`config.mk`:
```
export PLATFORM = sky130hd
export DESIGN_NAME = rx_sample_ctrl_flat
export DESIGN_NICKNAME = d
export VERILOG_FILES = /design/src/rtl/rx_sample_if.sv /design/src/rtl/rx_sample_ctrl.sv /design/src/flat_wrapper.sv
export SDC_FILE = /design/constraint.sdc
export NUM_CORES = 1
export LEC_CHECK = 0
export CORE_AREA = 2 2 39 41
export CTS_CLUSTER_SIZE = 30
export DETAILED_ROUTE_END_ITERATION = 6
export DIE_AREA = 0 0 41 43
export PLACE_DENSITY = 0.74
export SLEW_MARGIN = 20
export SYNTH_ARGS = -nofsm -noshare
export SYNTH_HDL_FRONTEND = slang
export SYNTH_SLANG_ARGS = --single-unit
```
`constraint.sdc`:
```
create_clock -name clk -period 5.35 [get_ports clk]
set_input_delay 1.3375 -clock clk [delete_from_list [all_inputs] [get_ports clk]]
set_output_delay 1.3375 -clock clk [all_outputs]
set_load 0.05 [all_outputs]
```
`src/rtl/rx_sample_if.sv`:
```
// Bundle of the receiver's line inputs and sample/byte/EOP indications.
// master drives the synchronized line; slave is the sample controller.
interface rx_sample_if;
    logic       rx_enable;
    logic       d_edge;
    logic       d_plus_sync;
    logic       d_minus_sync;
    logic       shift_enable;
    logic       byte_received;
    logic       eop_detected;
    logic       rx_active;
    logic [2:0] bit_cnt;

    modport master (
        output rx_enable, d_edge, d_plus_sync, d_minus_sync,
        input  shift_enable, byte_received, eop_detected, rx_active, bit_cnt
    );

    modport slave (
        input  rx_enable, d_edge, d_plus_sync, d_minus_sync,
        output shift_enable, byte_received, eop_detected, rx_active, bit_cnt
    );
endinterface

```
`src/rtl/rx_sample_ctrl.sv`:
```
// USB receive bit-sampling controller: recovers the mid-bit sample point from
// D+ edges, counts bits into bytes and recognises SE0-SE0 end-of-packet.
module rx_sample_ctrl #(
    parameter int CLKS_PER_BIT = 8
) (
    input  logic        clk,
    input  logic        n_rst,
    rx_sample_if.slave  rx
);
    localparam int              CNT_W      = $clog2(CLKS_PER_BIT);
    localparam logic [CNT_W-1:0] CNT_MAX   = CNT_W'(CLKS_PER_BIT - 1);
    localparam logic [CNT_W-1:0] SAMPLE_AT = CNT_W'(CLKS_PER_BIT / 2 - 1);

    typedef enum logic [1:0] {
        IDLE    = 2'd0,
        RECEIVE = 2'd1,
        EOP     = 2'd2
    } state_t;

    state_t           state_reg;
    logic [CNT_W-1:0] clk_cnt_reg;
    logic [2:0]       bit_cnt_reg;
    logic             se0_seen_reg;
    logic             byte_received_reg;
    logic             eop_detected_reg;
    logic             rx_active_reg;

    logic sample;
    logic se0;

    // Sample point is decoded from registers only, so it never glitches with d_edge.
    assign sample = (state_reg == RECEIVE) && (clk_cnt_reg == SAMPLE_AT);
    assign se0    = !rx.d_plus_sync && !rx.d_minus_sync;

    always_ff @(posedge clk or negedge n_rst) begin
        if (!n_rst) begin
            state_reg         <= IDLE;
            clk_cnt_reg       <= '0;
            bit_cnt_reg       <= '0;
            se0_seen_reg      <= 1'b0;
            byte_received_reg <= 1'b0;
            eop_detected_reg  <= 1'b0;
            rx_active_reg     <= 1'b0;
        end else begin
            byte_received_reg <= 1'b0;
            eop_detected_reg  <= 1'b0;
            if (!rx.rx_enable) begin
                state_reg     <= IDLE;
                clk_cnt_reg   <= '0;
                bit_cnt_reg   <= '0;
                se0_seen_reg  <= 1'b0;
                rx_active_reg <= 1'b0;
            end else begin
                case (state_reg)
                    IDLE: begin
                        if (rx.d_edge) begin
                            state_reg     <= RECEIVE;
                            rx_active_reg <= 1'b1;
                            clk_cnt_reg   <= '0;
                            bit_cnt_reg   <= '0;
                            se0_seen_reg  <= 1'b0;
                        end
                    end
                    RECEIVE: begin
                        if (rx.d_edge || (clk_cnt_reg == CNT_MAX))
                            clk_cnt_reg <= '0;
                        else
                            clk_cnt_reg <= clk_cnt_reg + CNT_W'(1);
                        if (sample) begin
                            if (se0 && se0_seen_reg) begin
                                // Second SE0 in a row: drop the partial byte.
                                state_reg        <= EOP;
                                eop_detected_reg <= 1'b1;
                                bit_cnt_reg      <= '0;
                                se0_seen_reg     <= 1'b0;
                                clk_cnt_reg      <= '0;
                            end else begin
                                se0_seen_reg      <= se0;
                                bit_cnt_reg       <= bit_cnt_reg + 3'd1;
                                byte_received_reg <= (bit_cnt_reg == 3'd7);
                            end
                        end
                    end
                    EOP: begin
                        if (rx.d_plus_sync && !rx.d_minus_sync) begin
                            state_reg     <= IDLE;
                            rx_active_reg <= 1'b0;
                        end
                    end
                    default: begin
                        state_reg     <= IDLE;
                        rx_active_reg <= 1'b0;
                    end
                endcase
            end
        end
    end

    assign rx.shift_enable  = sample;
    assign rx.byte_received = byte_received_reg;
    assign rx.eop_detected  = eop_detected_reg;
    assign rx.rx_active     = rx_active_reg;
    assign rx.bit_cnt       = bit_cnt_reg;
endmodule

```
`src/flat_wrapper.sv`:
```
// flat-port wrapper written by rule: the top's interface ports become plain ports
module rx_sample_ctrl_flat 
#(
    parameter int CLKS_PER_BIT = 8
)
  (clk, n_rst, rx_rx_enable, rx_d_edge, rx_d_plus_sync, rx_d_minus_sync, rx_shift_enable, rx_byte_received, rx_eop_detected, rx_rx_active, rx_bit_cnt);
  rx_sample_if rx_i ();
  input  logic clk;
  input  logic n_rst;
  input wire logic [$bits(rx_i.rx_enable)-1:0] rx_rx_enable;
  input wire logic [$bits(rx_i.d_edge)-1:0] rx_d_edge;
  input wire logic [$bits(rx_i.d_plus_sync)-1:0] rx_d_plus_sync;
  input wire logic [$bits(rx_i.d_minus_sync)-1:0] rx_d_minus_sync;
  output wire logic [$bits(rx_i.shift_enable)-1:0] rx_shift_enable;
  output wire logic [$bits(rx_i.byte_received)-1:0] rx_byte_received;
  output wire logic [$bits(rx_i.eop_detected)-1:0] rx_eop_detected;
  output wire logic [$bits(rx_i.rx_active)-1:0] rx_rx_active;
  output wire logic [$bits(rx_i.bit_cnt)-1:0] rx_bit_cnt;
  assign rx_i.rx_enable = rx_rx_enable;
  assign rx_i.d_edge = rx_d_edge;
  assign rx_i.d_plus_sync = rx_d_plus_sync;
  assign rx_i.d_minus_sync = rx_d_minus_sync;
  assign rx_shift_enable = rx_i.shift_enable;
  assign rx_byte_received = rx_i.byte_received;
  assign rx_eop_detected = rx_i.eop_detected;
  assign rx_rx_active = rx_i.rx_active;
  assign rx_bit_cnt = rx_i.bit_cnt;
  rx_sample_ctrl #(.CLKS_PER_BIT(CLKS_PER_BIT)) u_core (.clk(clk), .n_rst(n_rst), .rx(rx_i));
endmodule
```
==> load_flow_metrics.sql, run 1 <==
INSERT INTO impl_metrics (metric_group, metric, value, unit) VALUES
('global_routing', 'antenna_violations_before_repair', '0', ''),
('drt', 'route.antenna.remaining_nets', '0', ''),
('setup_path', 'timing.setup.critical_path_class', 'reg2out', ''),
('setup_path', 'crit_top_cell', 'sky130_fd_sc_hd__ha_1', ''),
('pwr', 'power_frac_comb', '11.5', '%'),
('drt', 'total_wire_length', '1.15', 'mm'),
('setup_path', 'critical_path_peak_fanout', '4', ''),
('global_routing', 'overflow', '0', ''),
('cts', 'cts_resized', '0', ''),
('cts', 'cts_tree', 'yes', ''),
('floorplanning', 'floorplan.initialDensity', '45.0', '%'),
('pwr', 'power.ir.vdd_worst', '0.115', 'mV'),
('timing', 'setup_total_negative_slack', '0', 'ns'),
('floorplanning', 'placeableCoreArea', '1380', 'um^2'),
('drt', 'dr.first_iter.drc_count', '5', ''),
('drt', 'route.detailed.wl_per_inst', '13.7', 'um'),
('synth', 'synth-edff-count', '0', ''),
('timing', 'tightestPinTransition', '0.531', 'ns'),
('cells_and_area', 'final_core_util', '56.2', '%'),
('status', 'status', 'finished, final reports clean', ''),
('cts', 'clock-root-buffer', 'sky130_fd_sc_hd__clkbuf_4', ''),
('cells_and_area', 'ratio_of_cells_with_drive_above_1_in_the_final_layout', '11.8', '%'),
('pwr', 'share_seq_of_total_power', '56.3', '%'),
('synth', 'post_synth.cell_area_avg', '11.3', 'um^2'),
('global_routing', 'first_pass_grt_wire_length', '1.87', 'mm'),
('placement', 'weighted_congestion_at_the_end_of_routability_driven_global_placement', '0.703', ''),
('cells_and_area', 'layout-area-overhead-vs-synth', '24.9', '%'),
('setup_path', 'startpoint_type', 'flip-flop', ''),
('placement', 'io_buffer_count', '12', ''),
('timing', 'achievable-frequency', '296', 'MHz'),
('min_path', 'hold_depth', '1', ''),
('setup_path', 'rr_worst_depth', '5', ''),
('cts', 'cts_buffer_depth', '2', ''),
('cts', 'clkSinkCount', '12', ''),
('cells_and_area', 'multi_input_comb_area', '297', 'um^2'),
('drt', 'drcViolationCount', '0', ''),
('floorplanning', 'io_pins', '13', ''),
('timing', 'final-max-slew-violation-count', '0', ''),
('cts', 'cts.reportedPaths.clkPinSlew', '0.07', 'ns'),
('setup_path', 'critical_path.endpoint_type', 'output pin', ''),
('floorplanning', 'die_area', '1760', 'um^2'),
('synth', 'async_reset_ff_share', '100', '%'),
('cts', 'cts_max_level', '1', ''),
('floorplanning', 'fp-row-count', '14', ''),
('pwr', 'power.density', '215', 'nW/um^2'),
('pwr', 'cell_internal_pwr', '0.000126', 'W'),
('synth', 'syn_nets', '66', ''),
('setup_path', 'worst_path_largest_cell_delay', '0.79', 'ns'),
('pwr', 'clockPowerShare', '32.2', '%'),
('cells_and_area', 'n_fill_cell', '131', ''),
('synth', 'synthesis.area', '623', 'um^2'),
('job', 'timing.max_cap.violations', '0', ''),
('drt', 'route.detailed.vias_per_inst', '5.69', ''),
('setup_path', 'crit_buf_inv', '1', ''),
('timing', 'worst_clock_skew', '0.00650', 'ns'),
('setup_path', 'worst-endpoint-required', '4.01', 'ns'),
('setup_path', 'cp_slowest_cell', 'sky130_fd_sc_hd__clkdlybuf4s50_1', ''),
('setup_path', 'timing.critical_path.max_delay_family', 'buffers and inverters', ''),
('cells_and_area', 'layout.area.seq', '300', 'um^2'),
('timing', 'final.period_utilization', '63.1', '%'),
('cells_and_area', 'layout.cells.most_common_list', '12 x sky130_fd_sc_hd__clkdlybuf4s50_1, 12 x sky130_fd_sc_hd__dfrtp_1, 5 x sky130_fd_sc_hd__inv_1, 5 x sky130_fd_sc_hd__ha_1', ''),
('cts', 'clk-insertion-delay-late', '0.27', 'ns'),
('cells_and_area', 'nNetsFinal', '81', ''),
('drt', 'first_pass_iters', '4', ''),
('drt', 'route.vias.total', '478', ''),
('timing', 'timing_hold_violations_final', '0', ''),
('global_routing', 'grt_max_degree', '14', ''),
('timing', 'layout_min_cycle_time', '3.38', 'ns'),
('cts', 'cts-hold-fix-buffers', '0', ''),
('setup_path', 'timing.critical_path.depth', '4', ''),
('synth', 'yosysUniqueCellTypes', '24', '');
==> area by class of cell <==
type	count	share of cell area, %
Sequential cell	12	38.6
Timing Repair Buffer	12	15.4
Inverter	5	2.41
Multi-Input combinational cell	36	38.1
Clock buffer	3	2.89
Tap cell	16	2.57
==> kinds of logic after synthesis <==
family                   synth area share [%]
AND/OR/NAND/NOR                          16.3
flip-flops                               48.2
AO/OA/AOI/OAI                            21.3
adder cells (fa/ha/maj)                  10.0
buffers and inverters                    4.22
==> cells in the mapped netlist, drive strengths merged, types with 2 or more instances <==
cell type  instances  area, um^2
a211oi             3        22.5
clkbuf             2        7.51
nand3              3        15.0
a32o               2        20.0
ha                 5        62.6
o21ai              3        26.3
dfrtp             12         300
a21oi              3        15.0
inv                5        18.8
a31o               3        26.3
==> layer usage <==
| metal | track usage (%) | share of wire (%) | wire length [um] | vias up |
|---|---|---|---|---|
| li1 | - | - | - | 232 |
| met3 | 7.85 | 3.1 | 36 | 2 |
| met2 | 24.1 | 48 | 548 | 10 |
| met4 | 12.0 | 1.9 | 22 | 0 |
| met5 | 0 | 0 | 0 | - |
| met1 | 18.3 | 47 | 542 | 234 |
==> path summary, 6_finish.rpt <==
kind	start	to
worst max-delay path	u_core.clk_cnt_reg[0]	rx_shift_enable
worst min-delay path	u_core.clk_cnt_reg[0]	u_core.clk_cnt_reg[0]
worst max register to register	u_core.clk_cnt_reg[0]	u_core.clk_cnt_reg[1]
worst min register to register	u_core.clk_cnt_reg[0]	u_core.clk_cnt_reg[0]
max in group asynchronous	n_rst	u_core.rx.byte_received
min in group asynchronous	n_rst	u_core.state_reg[1]
==> power groups by stage <==
stage	sequential, W	combinational (W)	clock [W]
2_1_floorplan	0.0000974	0.00000845	0
3_3_place_gp	0.0000959	0.0000190	0
3_5_place_dp	0.0000960	0.0000192	0
4_1_cts	0.0000942	0.0000193	0.0000562
5_1_grt	0.0000945	0.0000211	0.0000638
6_report	0.0000943	0.0000192	0.0000540
==> through the flow <==
stage	instances	hold slack [ns]	cell area (um^2)	worst slack (ns)	power, W
floorplan	55	0.462	623	2.83	0.000106
global placement	81	0.472	756	2.32	0.000115
detailed placement	81	0.490	756	2.28	0.000115
CTS	84	0.500	778	1.98	0.000170
global route	84	0.521	778	1.87	0.000179
finish	84	0.512	778	1.97	0.000167
No activity file was read; power rests on OpenSTA's default activity.
==> inputs of run 2 (changes only) <==
--- a/config.mk
+++ b/config.mk
@@ -5,11 +5,11 @@
 export SDC_FILE = /design/constraint.sdc
 export NUM_CORES = 1
 export LEC_CHECK = 0
-export CORE_AREA = 2 2 39 41
+export CORE_AREA = 2 2 42 44
 export CTS_CLUSTER_SIZE = 30
 export DETAILED_ROUTE_END_ITERATION = 6
-export DIE_AREA = 0 0 41 43
-export PLACE_DENSITY = 0.74
+export DIE_AREA = 0 0 44 46
+export PLACE_DENSITY = 0.67
 export SLEW_MARGIN = 20
 export SYNTH_ARGS = -nofsm -noshare
 export SYNTH_HDL_FRONTEND = slang
==> constraint.sdc (replaced) <==
create_clock -name clk -period 2.79 [get_ports clk]
set_input_delay 0.6975 -clock clk [delete_from_list [all_inputs] [get_ports clk]]
set_output_delay 0.6975 -clock clk [all_outputs]
set_load 0.05 [all_outputs]
==> run 2 against run 1 <==
  * Worst hold slack got worse by 0.010 ns
  * Clock skew is 0.0041 ns lower
  * Final cell count up 1.2%
  * Flip-flop and latch count stayed put
  * Via count rose by 1.3%
  * Routed wire length down 1.4%
  * Sequential share of layout area up 0.062 points
  * Total power up 92%
==> load_flow_metrics.sql, run 2 (synthesis results as in run 1) <==
INSERT INTO impl_metrics (metric_group, metric, value, unit) VALUES
('cts', 'clock-root-buffer', 'sky130_fd_sc_hd__clkbuf_4', ''),
('floorplanning', 'placeableCoreArea', '1610', 'um^2'),
('pwr', 'leakage', '0.366', 'nW'),
('placement', 'io_buffer_count', '12', ''),
('setup_path', 'startpoint_type', 'flip-flop', ''),
('setup_path', 'worst_path_largest_cell_delay', '0.42', 'ns'),
('placement', 'dp_cells', '82', ''),
('pwr', 'total_power_consumption', '0.000322', 'W'),
('pwr', 'cell_internal_pwr', '0.000242', 'W'),
('global_routing', 'antenna_violations_before_repair', '0', ''),
('timing', 'final-max-slew-violation-count', '0', ''),
('setup_path', 'timing.setup.critical_path_class', 'reg2out', ''),
('min_path', 'hold_path_start', 'u_core.clk_cnt_reg[0]', ''),
('timing', 'worst_setup_margin', '0.531', 'ns'),
('floorplanning', 'fp-row-count', '15', ''),
('floorplanning', 'floorplan.initialDensity', '38.6', '%'),
('floorplanning', 'die_x', '44', 'um'),
('cts', 'cts.reportedPaths.clkPinSlew', '0.07', 'ns'),
('pwr', 'net-switching-power', '0.0000800', 'W'),
('setup_path', 'critical_path_peak_fanout', '4', ''),
('timing', 'achievable-frequency', '443', 'MHz'),
('timing', 'tightestPinTransition', '0.544', 'ns'),
('cts', 'clk-insertion-delay-late', '0.27', 'ns'),
('timing', 'grt_setup_unrepaired', 'false', ''),
('cells_and_area', 'ratio_of_cells_with_drive_above_1_in_the_final_layout', '13.2', '%'),
('pwr', 'power_frac_comb', '11.3', '%'),
('global_routing', 'grt_max_degree', '14', ''),
('setup_path', 'critical_path.endpoint_type', 'output pin', ''),
('setup_path', 'crit_buf_inv', '1', ''),
('setup_path', 'crit_top_cell', 'sky130_fd_sc_hd__ha_1', ''),
('global_routing', 'track_usage', '12.8', '%'),
('setup_path', 'cp_slowest_cell', 'sky130_fd_sc_hd__dfrtp_1', ''),
('global_routing', 'grt_pass1_vias', '416', ''),
('min_path', 'class_of_the_most_critical_hold_timing_path', 'reg2reg', ''),
('drt', 'route.detailed.vias_per_inst', '5.69', ''),
('floorplanning', 'io_pins', '13', ''),
('global_routing', 'overflow', '0', ''),
('drt', 'total_wire_length', '1.13', 'mm'),
('placement', 'weighted_congestion_at_the_end_of_routability_driven_global_placement', '0.695', ''),
('pwr', 'power.density', '414', 'nW/um^2'),
('pwr', 'netSwitchingFraction', '24.9', '%'),
('cells_and_area', 'layout.cells.most_common_list', '12 x sky130_fd_sc_hd__dfrtp_1, 11 x sky130_fd_sc_hd__clkdlybuf4s50_1, 5 x sky130_fd_sc_hd__inv_1, 5 x sky130_fd_sc_hd__ha_1', ''),
('cts', 'cts_resized', '0', ''),
('placement', 'post-place-ws', '0.572', 'ns'),
('cts', 'cts_max_level', '1', ''),
('cells_and_area', 'nNetsFinal', '81', ''),
('timing', 'timing_hold_violations_final', '0', ''),
('timing', 'final.period_utilization', '81.0', '%'),
('global_routing', 'first_pass_grt_wire_length', '1.87', 'mm'),
('pwr', 'power.ir.vdd_worst', '0.255', 'mV'),
('cells_and_area', 'layout-area-overhead-vs-synth', '24.7', '%'),
('drt', 'route.vias.total', '484', ''),
('cells_and_area', 'antennaDiodeCount', '0', ''),
('cells_and_area', 'mostFrequentLayoutCell', 'sky130_fd_sc_hd__dfrtp_1', ''),
('cells_and_area', 'finalNonFillerCells', '85', ''),
('setup_path', 'rr_startpoint', 'u_core.clk_cnt_reg[0]', ''),
('job', 'timing.max_cap.violations', '0', ''),
('cts', 'cts_buffers', '3', ''),
('pwr', 'clockPowerShare', '32.6', '%'),
('cts', 'clkSinkCount', '12', ''),
('setup_path', 'crit_arrival', '1.56', 'ns'),
('timing', 'worst_slew_margin_rel', '63.6', '%'),
('cts', 'cts_buffer_depth', '2', ''),
('timing', 'setup_total_negative_slack', '0', 'ns'),
('timing', 'worst_clock_skew', '0.00237', 'ns'),
('drt', 'route.antenna.remaining_nets', '0', ''),
('cts', 'cts.repair_timing.setup_buffer_count', '0', ''),
('placement', 'dpl.hpwl', '855', 'um'),
('drt', 'dr.first_iter.drc_count', '10', ''),
('status', 'status', 'finished, final reports clean', ''),
('setup_path', 'timing.critical_path.max_delay_family', 'adder cells', ''),
('pwr', 'share_seq_of_total_power', '56.1', '%'),
('setup_path', 'worst-endpoint-required', '2.09', 'ns'),
('drt', 'first_pass_iters', '5', ''),
('cts', 'cts-hold-fix-buffers', '0', ''),
('timing', 'finalSetupViolCount', '0', ''),
('floorplanning', 'die_area', '2020', 'um^2'),
('setup_path', 'worstPathCellList', 'ha_1 > ha_1 > and3b_1 > buf_4', ''),
('drt', 'drcViolationCount', '0', ''),
('drt', 'route.detailed.wl_per_inst', '13.3', 'um'),
('setup_path', 'critPathLaunch', 'u_core.clk_cnt_reg[0]', ''),
('cts', 'cts_tree', 'yes', ''),
('timing', 'layout_min_cycle_time', '2.26', 'ns'),
('floorplanning', 'dieHeight', '46', 'um');
-- run 2: changes by cell type in the layout (fill, tap and decap cells not counted) --
| cell | delta |
|---|---|
| sky130_fd_sc_hd__buf_4 | +1 |
| sky130_fd_sc_hd__clkdlybuf4s50_1 | -1 |
-- run 2: cell type report --
type | instances | area (um^2)
multi-input cells | 36 | 297
repair buffers | 12 | 118
clock buffers | 3 | 22.5
inverters | 5 | 18.8
flip-flops and latches | 12 | 300
well taps | 17 | 21.3
fillers | 149 | 837
-- run 2: final timing paths --
kind,end,slack [ns],cells past startpoint
setup / recovery,rx_shift_enable,0.53,4
hold / removal,u_core.clk_cnt_reg[0],0.50,1
setup reg to reg,u_core.clk_cnt_reg[1],0.93,5
hold reg to reg,u_core.clk_cnt_reg[0],0.50,1
max in group asynchronous,u_core.rx.bit_cnt[1],1.65,1
min in group asynchronous,u_core.clk_cnt_reg[1],0.78,1
-- run 2: layer usage --
metal  up-vias  part of all wire (%)  global-route usage [%]
met5         -                     0                       0
met4         0                     0                    7.27
met3         0                   5.4                    2.38
met2        17                    44                    18.5
met1       232                    50                    17.6
li1        235                     -                       -
-- run 2: power by group through the flow --
stage | Clock (W) | Combinational (W) | Sequential [W]
3_3_place_gp | 0 | 0.0000365 | 0.000184
4_1_cts | 0.000108 | 0.0000369 | 0.000181
2_1_floorplan | 0 | 0.0000162 | 0.000187
5_1_grt | 0.000114 | 0.0000400 | 0.000181
6_report | 0.000105 | 0.0000364 | 0.000181
3_5_place_dp | 0 | 0.0000367 | 0.000184
-- run 2: through the flow --
stage	cell area (um^2)	hold slack (ns)	util (%)
2_1_floorplan	623	0.402	-
3_3_place_gp	754	0.484	46.7
3_5_place_dp	754	0.489	46.7
4_1_cts	777	0.499	48.1
5_1_grt	777	0.523	48.1
6_report	777	0.501	48.1
==> inputs of run 3 (changes only) <==
--- a/config.mk
+++ b/config.mk
@@ -5,11 +5,11 @@
 export SDC_FILE = /design/constraint.sdc
 export NUM_CORES = 1
 export LEC_CHECK = 0
-export CORE_AREA = 2 2 42 44
+export CORE_AREA = 2 2 40 42
 export CTS_CLUSTER_SIZE = 30
 export DETAILED_ROUTE_END_ITERATION = 6
-export DIE_AREA = 0 0 44 46
-export PLACE_DENSITY = 0.67
+export DIE_AREA = 0 0 42 44
+export PLACE_DENSITY = 0.71
 export SLEW_MARGIN = 20
 export SYNTH_ARGS = -nofsm -noshare
 export SYNTH_HDL_FRONTEND = slang
==> constraint.sdc (replaced) <==
create_clock -name clk -period 2.2 [get_ports clk]
set_input_delay 0.55 -clock clk [delete_from_list [all_inputs] [get_ports clk]]
set_output_delay 0.55 -clock clk [all_outputs]
set_load 0.05 [all_outputs]
==> run 3 against run 2 <==
  * Total power grew 40%
  * Die area shrank 8.7%
  * Sequential power grew 27%
  * Via count shrank 4.1%
  * Non-clock buffer count grew 2
  * Count of clock-buffer cells in the layout grew 1
  * First-iteration DRC count shrank 70%
  * Sequential share of layout area shrank 1.9 points
  * Register-to-register slack lost 0.55 ns
  * Clock power grew 63%
  * Combinational power grew 33%
  * Highest routed layer is now met4
==> load_flow_metrics.sql, run 3 (synthesis results as in run 1) <==
INSERT INTO impl_metrics (metric_group, metric, value, unit) VALUES
('drt', 'dr.first_iter.drc_count', '3', ''),
('timing', 'setup_total_negative_slack', '0', 'ns'),
('global_routing', 'track_usage', '15.3', '%'),
('drt', 'route.detailed.vias_per_inst', '5.33', ''),
('setup_path', 'startpoint_type', 'flip-flop', ''),
('placement', 'dpl.hpwl', '886', 'um'),
('setup_path', 'critical_path.endpoint_type', 'output pin', ''),
('setup_path', 'critPathLaunch', 'u_core.clk_cnt_reg[0]', ''),
('timing', 'worst_clock_skew', '0.00470', 'ns'),
('min_path', 'hold_path_start', 'u_core.clk_cnt_reg[0]', ''),
('timing', 'grt_setup_unrepaired', 'false', ''),
('cts', 'clock-root-buffer', 'sky130_fd_sc_hd__clkbuf_4', ''),
('cts', 'cts_buffer_depth', '2', ''),
('cts', 'cts_resized', '0', ''),
('drt', 'route.detailed.wl_per_inst', '12.7', 'um'),
('drt', 'route.vias.total', '464', ''),
('timing', 'achievable-frequency', '478', 'MHz'),
('timing', 'timing.hold.ws', '0.497', 'ns'),
('drt', 'drcViolationCount', '0', ''),
('setup_path', 'crit_arrival', '1.54', 'ns'),
('floorplanning', 'die_area', '1850', 'um^2'),
('cells_and_area', 'ratio_of_cells_with_drive_above_1_in_the_final_layout', '16.9', '%'),
('min_path', 'hold_depth', '1', ''),
('placement', 'io_buffer_count', '12', ''),
('cts', 'clkSinkCount', '12', ''),
('setup_path', 'rr_worst_depth', '5', ''),
('cells_and_area', 'antennaDiodeCount', '0', ''),
('global_routing', 'first_pass_grt_wire_length', '2.08', 'mm'),
('timing', 'final-max-slew-violation-count', '0', ''),
('timing', 'layout_min_cycle_time', '2.09', 'ns'),
('job', 'timing.max_cap.violations', '0', ''),
('timing', 'finalSetupViolCount', '0', ''),
('timing', 'final.period_utilization', '95.0', '%'),
('status', 'status', 'finished, final reports clean', ''),
('pwr', 'power.ir.vdd_worst', '0.419', 'mV'),
('cells_and_area', 'finalNonFillerCells', '87', ''),
('drt', 'route.antenna.remaining_nets', '0', ''),
('pwr', 'power.density', '550', 'nW/um^2'),
('cells_and_area', 'n_fill_cell', '117', ''),
('timing', 'tightestPinTransition', '0.533', 'ns'),
('cells_and_area', 'multi_input_comb_area', '297', 'um^2'),
('cts', 'cts-hold-fix-buffers', '0', ''),
('cells_and_area', 'mostFrequentLayoutCell', 'sky130_fd_sc_hd__dfrtp_1', ''),
('cts', 'cts_buffers', '3', ''),
('floorplanning', 'dieHeight', '44', 'um'),
('global_routing', 'overflow', '0', ''),
('pwr', 'total_power_consumption', '0.000449', 'W'),
('floorplanning', 'die_x', '42', 'um'),
('min_path', 'class_of_the_most_critical_hold_timing_path', 'reg2reg', ''),
('cells_and_area', 'layout.area.seq', '300', 'um^2'),
('placement', 'dp_cells', '83', ''),
('floorplanning', 'fp-row-count', '14', ''),
('timing', 'timing_hold_violations_final', '0', ''),
('setup_path', 'timing.setup.critical_path_class', 'reg2out', ''),
('cts', 'cts.repair_timing.setup_buffer_count', '0', ''),
('global_routing', 'grt_pass1_vias', '461', ''),
('timing', 'worst_slew_margin_rel', '64.4', '%'),
('pwr', 'leakage', '0.385', 'nW'),
('cts', 'cts_tree', 'yes', ''),
('setup_path', 'rr_startpoint', 'u_core.clk_cnt_reg[0]', ''),
('cts', 'clk-insertion-delay-late', '0.27', 'ns'),
('floorplanning', 'floorplan.initialDensity', '43.9', '%'),
('cts', 'cts.reportedPaths.clkPinSlew', '0.07', 'ns'),
('floorplanning', 'io_pins', '13', ''),
('cts', 'cts_max_level', '1', ''),
('global_routing', 'grt_max_degree', '13', ''),
('cells_and_area', 'layout.cells.most_common_list', '12 x sky130_fd_sc_hd__dfrtp_1, 11 x sky130_fd_sc_hd__clkdlybuf4s50_1, 5 x sky130_fd_sc_hd__inv_1, 5 x sky130_fd_sc_hd__ha_1', ''),
('global_routing', 'antenna_violations_before_repair', '0', ''),
('cells_and_area', 'layout-area-overhead-vs-synth', '31.1', '%'),
('setup_path', 'worst-endpoint-required', '1.65', 'ns'),
('drt', 'total_wire_length', '1.11', 'mm'),
('drt', 'first_pass_iters', '3', ''),
('cells_and_area', 'nNetsFinal', '83', ''),
('floorplanning', 'placeableCoreArea', '1420', 'um^2'),
('setup_path', 'critical_path_peak_fanout', '4', ''),
('placement', 'weighted_congestion_at_the_end_of_routability_driven_global_placement', '0.825', '');
[run 3: cell count changes in the layout (fill, tap and decap cells not counted), sizes merged]
| cell | before | now |
|---|---|---|
| clkbuf | 3 | 4 |
| buf | 1 | 3 |
[run 3: metrics by stage]
step	utilization [%]	setup WS [ns]	cell area, um^2
floorplan	-	0.468	623
global placement	55.0	0.175	781
detailed placement	55.0	0.155	781
CTS	57.6	0.0983	817
global route	57.6	0.0328	817
finish	57.6	0.110	817
[run 3: worst paths after layout]
| kind | endpoint | slack [ns] |
|---|---|---|
| min | u_core.clk_cnt_reg[0] | 0.50 |
| min in group asynchronous | u_core.clk_cnt_reg[2] | 0.62 |
| max reg2reg | u_core.clk_cnt_reg[1] | 0.38 |
| min reg2reg | u_core.clk_cnt_reg[0] | 0.50 |
| max | rx_shift_enable | 0.11 |
| max in group asynchronous | u_core.rx.bit_cnt[1] | 1.22 |
[run 3: critical path, stage by stage (launching register included)]
cell and delay [ns]:
sky130_fd_sc_hd__dfrtp_1 0.41, sky130_fd_sc_hd__ha_1 0.24, sky130_fd_sc_hd__ha_1 0.23, sky130_fd_sc_hd__and3b_1 0.22
sky130_fd_sc_hd__buf_12 0.15
[run 3: cell type report]
type	instances	area share, %
clock buffers	4	4.44
inverters	5	2.30
multi-input cells	36	36.3
flip-flops and latches	12	36.8
well taps	16	2.45
repair buffers	14	17.8
[run 3: layer usage]
layer | routed length, um | track usage (%) | vias to the layer above
met5 | 0 | 0 | -
met4 | 11 | 5.81 | 0
met3 | 52 | 6.25 | 2
met2 | 518 | 23.1 | 7
met1 | 524 | 19.8 | 216
li1 | - | - | 239
[run 3: power breakdown]
group	switching (W)	leakage, nW	total [W]	internal (W)
clock network	0.0000708	0.0210	0.000171	0.000101
registers	0.00000481	0.164	0.000229	0.000224
logic	0.0000271	0.200	0.0000485	0.0000214
total	0.000103	0.385	0.000449	0.000346
==> RTL change: new RTL, settings of run 3 <==
`CLKS_PER_BIT` is set to 8 in 2 places; all go to 4.
--- a/src/rtl/rx_sample_ctrl.sv
+++ b/src/rtl/rx_sample_ctrl.sv
@@ -2,5 +2,5 @@
 // D+ edges, counts bits into bytes and recognises SE0-SE0 end-of-packet.
 module rx_sample_ctrl #(
-    parameter int CLKS_PER_BIT = 8
+    parameter int CLKS_PER_BIT = 4
 ) (
     input  logic        clk,
--- a/src/flat_wrapper.sv
+++ b/src/flat_wrapper.sv
@@ -2,5 +2,5 @@
 module rx_sample_ctrl_flat 
 #(
-    parameter int CLKS_PER_BIT = 8
+    parameter int CLKS_PER_BIT = 4
 )
   (clk, n_rst, rx_rx_enable, rx_d_edge, rx_d_plus_sync, rx_d_minus_sync, rx_shift_enable, rx_byte_received, rx_eop_detected, rx_rx_active, rx_bit_cnt);
Behaviour: not the same (a bounded check fails within 4 cycles, from zero or initial values and one cycle with n_rst low).
==> RTL change against run 3 <==
- power down 6.3%
- cell count rose by 4.6%
- global-route usage rose by 0.59 points
- hold slack better by 0.030 ns
- first-iteration DRC count rose to 3.0 times the old value
- setup slack gained 0.040 ns
- design area fell by 2.9%
- count of clock-buffer cells in the layout is the same
- wire length is 12% higher
- area after synthesis is 1.0% lower
- sequential cell count shrank 1
- critical path type unchanged
- highest routed layer unchanged
==> RTL change: results (changes against run 3) <==
[grt] vias in the first global route 489 [+6.1%]
[place] placed wire-length estimate after detailed placement 916 um [+3.4%]
[run_status] outcome completed
[logic_synthesis] most area-consuming cells after synthesis sky130_fd_sc_hd__dfrtp_1 (45%), sky130_fd_sc_hd__ha_1 (8.1%), sky130_fd_sc_hd__a2111oi_4 (4.5%)
[drt] met3 wire length 63 um [+21%]
[grt] overall fraction of global-route tracks in use 15.9% [+0.59 points]
[logic_synthesis] Avg Synthesized Cell Area 10.5 um2 [-7.7%]
[drt] met2 wire length 546 um [+5.4%]
[place] cell area after placement 767 um2 [-1.8%]
[place] last weighted congestion value of the routability-driven placer 0.824 [-0.12%]
[logic_synthesis] number of nets produced by synthesis 69 [+4.5%]
[drt] violation count after the first detailed-routing iteration 9 [+6]
[setup_path] cell family contributing the most delay on the critical path buffers and inverters
[drt] via count of the routed design 514 [+11%]
[power_and_ir_drop] Psw 0.115 mW [+12%]
[power_and_ir_drop] maximum vdd drop 0.353 mV [-16%]
[drt] routed wire length per instance 13.7 um [+7.3%]
[sta] clk_skew 0.00521 ns [+0.000506 ns]
[grt] largest net degree at the start of global routing 12 [-1]
[drt] wire length on met1 600 um [+15%]
[sta] worst rel slew slack 66.9% [+2.5 points]
[drt] ratio of routed vias to standard cells 5.65 [+5.9%]
[grt] wire length of the first global-routing pass 2.11 mm [+1.7%]
[logic_synthesis] sequential-to-total area share from yosys stat 44.6% [-3.6 points]
[setup_path] highest-delay cell along the critical path sky130_fd_sc_hd__clkdlybuf4s50_1
[logic_synthesis] unique cell type count in the Yosys netlist 28 [+17%]
## RTL change: area by class of cell
class                           instances  area [um2]  share of cell area [%]
Multi-Input combinational cell         42         315                    39.7
Inverter                                5        18.8                    2.37
Sequential cell                        11         275                    34.7
Tap cell                               16        20.0                    2.52
Timing Repair Buffer                   13         138                    17.4
Clock buffer                            4        26.3                    3.31
## RTL change: cell families (layout without fill, tap and decap cells)
logic type               count (synthesis)  in the layout  share of synthesized area [%]
AO/OA/AOI/OAI                           17             17                           22.1
buffers and inverters                    6             22                           4.26
multiplexers                             2              2                           3.45
AND/OR/NAND/NOR                         19             19                           17.4
flip-flops                              11             11                           44.6
adder cells (fa/ha/maj)                  4              4                           8.11
## RTL change: final timing paths
check                      slack, ns                               from                                 to  depth (start not counted)
hold / removal                  0.53  u_core.clk_cnt_reg[0]$_DFFE_PN0P_  u_core.clk_cnt_reg[0]$_DFFE_PN0P_                          1
min in group asynchronous       0.60                              n_rst  u_core.clk_cnt_reg[0]$_DFFE_PN0P_                          1
setup / recovery                0.15   u_core.rx.bit_cnt[0]$_DFFE_PN0P_                      rx_bit_cnt[0]                          1
setup reg to reg                0.76  u_core.clk_cnt_reg[0]$_DFFE_PN0P_   u_core.rx.bit_cnt[2]$_DFFE_PN0P_                          4
hold reg to reg                 0.53  u_core.clk_cnt_reg[0]$_DFFE_PN0P_  u_core.clk_cnt_reg[0]$_DFFE_PN0P_                          1
max in group asynchronous       1.26                              n_rst   u_core.rx.bit_cnt[0]$_DFFE_PN0P_                          1
## RTL change: power groups by stage
| stage | clock, mW | combinational [mW] | sequential, mW |
|---|---|---|---|
| 3_3_place_gp | 0 | 0.0685 | 0.218 |
| 2_1_floorplan | 0 | 0.0317 | 0.225 |
| 5_1_grt | 0.149 | 0.0752 | 0.215 |
| 3_5_place_dp | 0 | 0.0692 | 0.218 |
| 6_report | 0.137 | 0.0691 | 0.214 |
| 4_1_cts | 0.140 | 0.0694 | 0.214 |
## RTL change: routing by layer
metal  track usage, %  vias to the layer above
met1             20.5                      246
li1                 -                      250
met3             4.17                        5
met4             11.6                        0
met2             23.1                       13
met5                0                        -
## RTL change: stage by stage
step	setup slack, ns	hold WS, ns	util (%)	total power, mW
floorplan	0.537	0.254	-	0.257
global placement	0.333	0.514	54.1	0.287
detailed placement	0.308	0.524	54.1	0.287
CTS	0.142	0.533	55.9	0.424
global route	0.123	0.569	55.9	0.440
finish	0.150	0.527	55.9	0.421
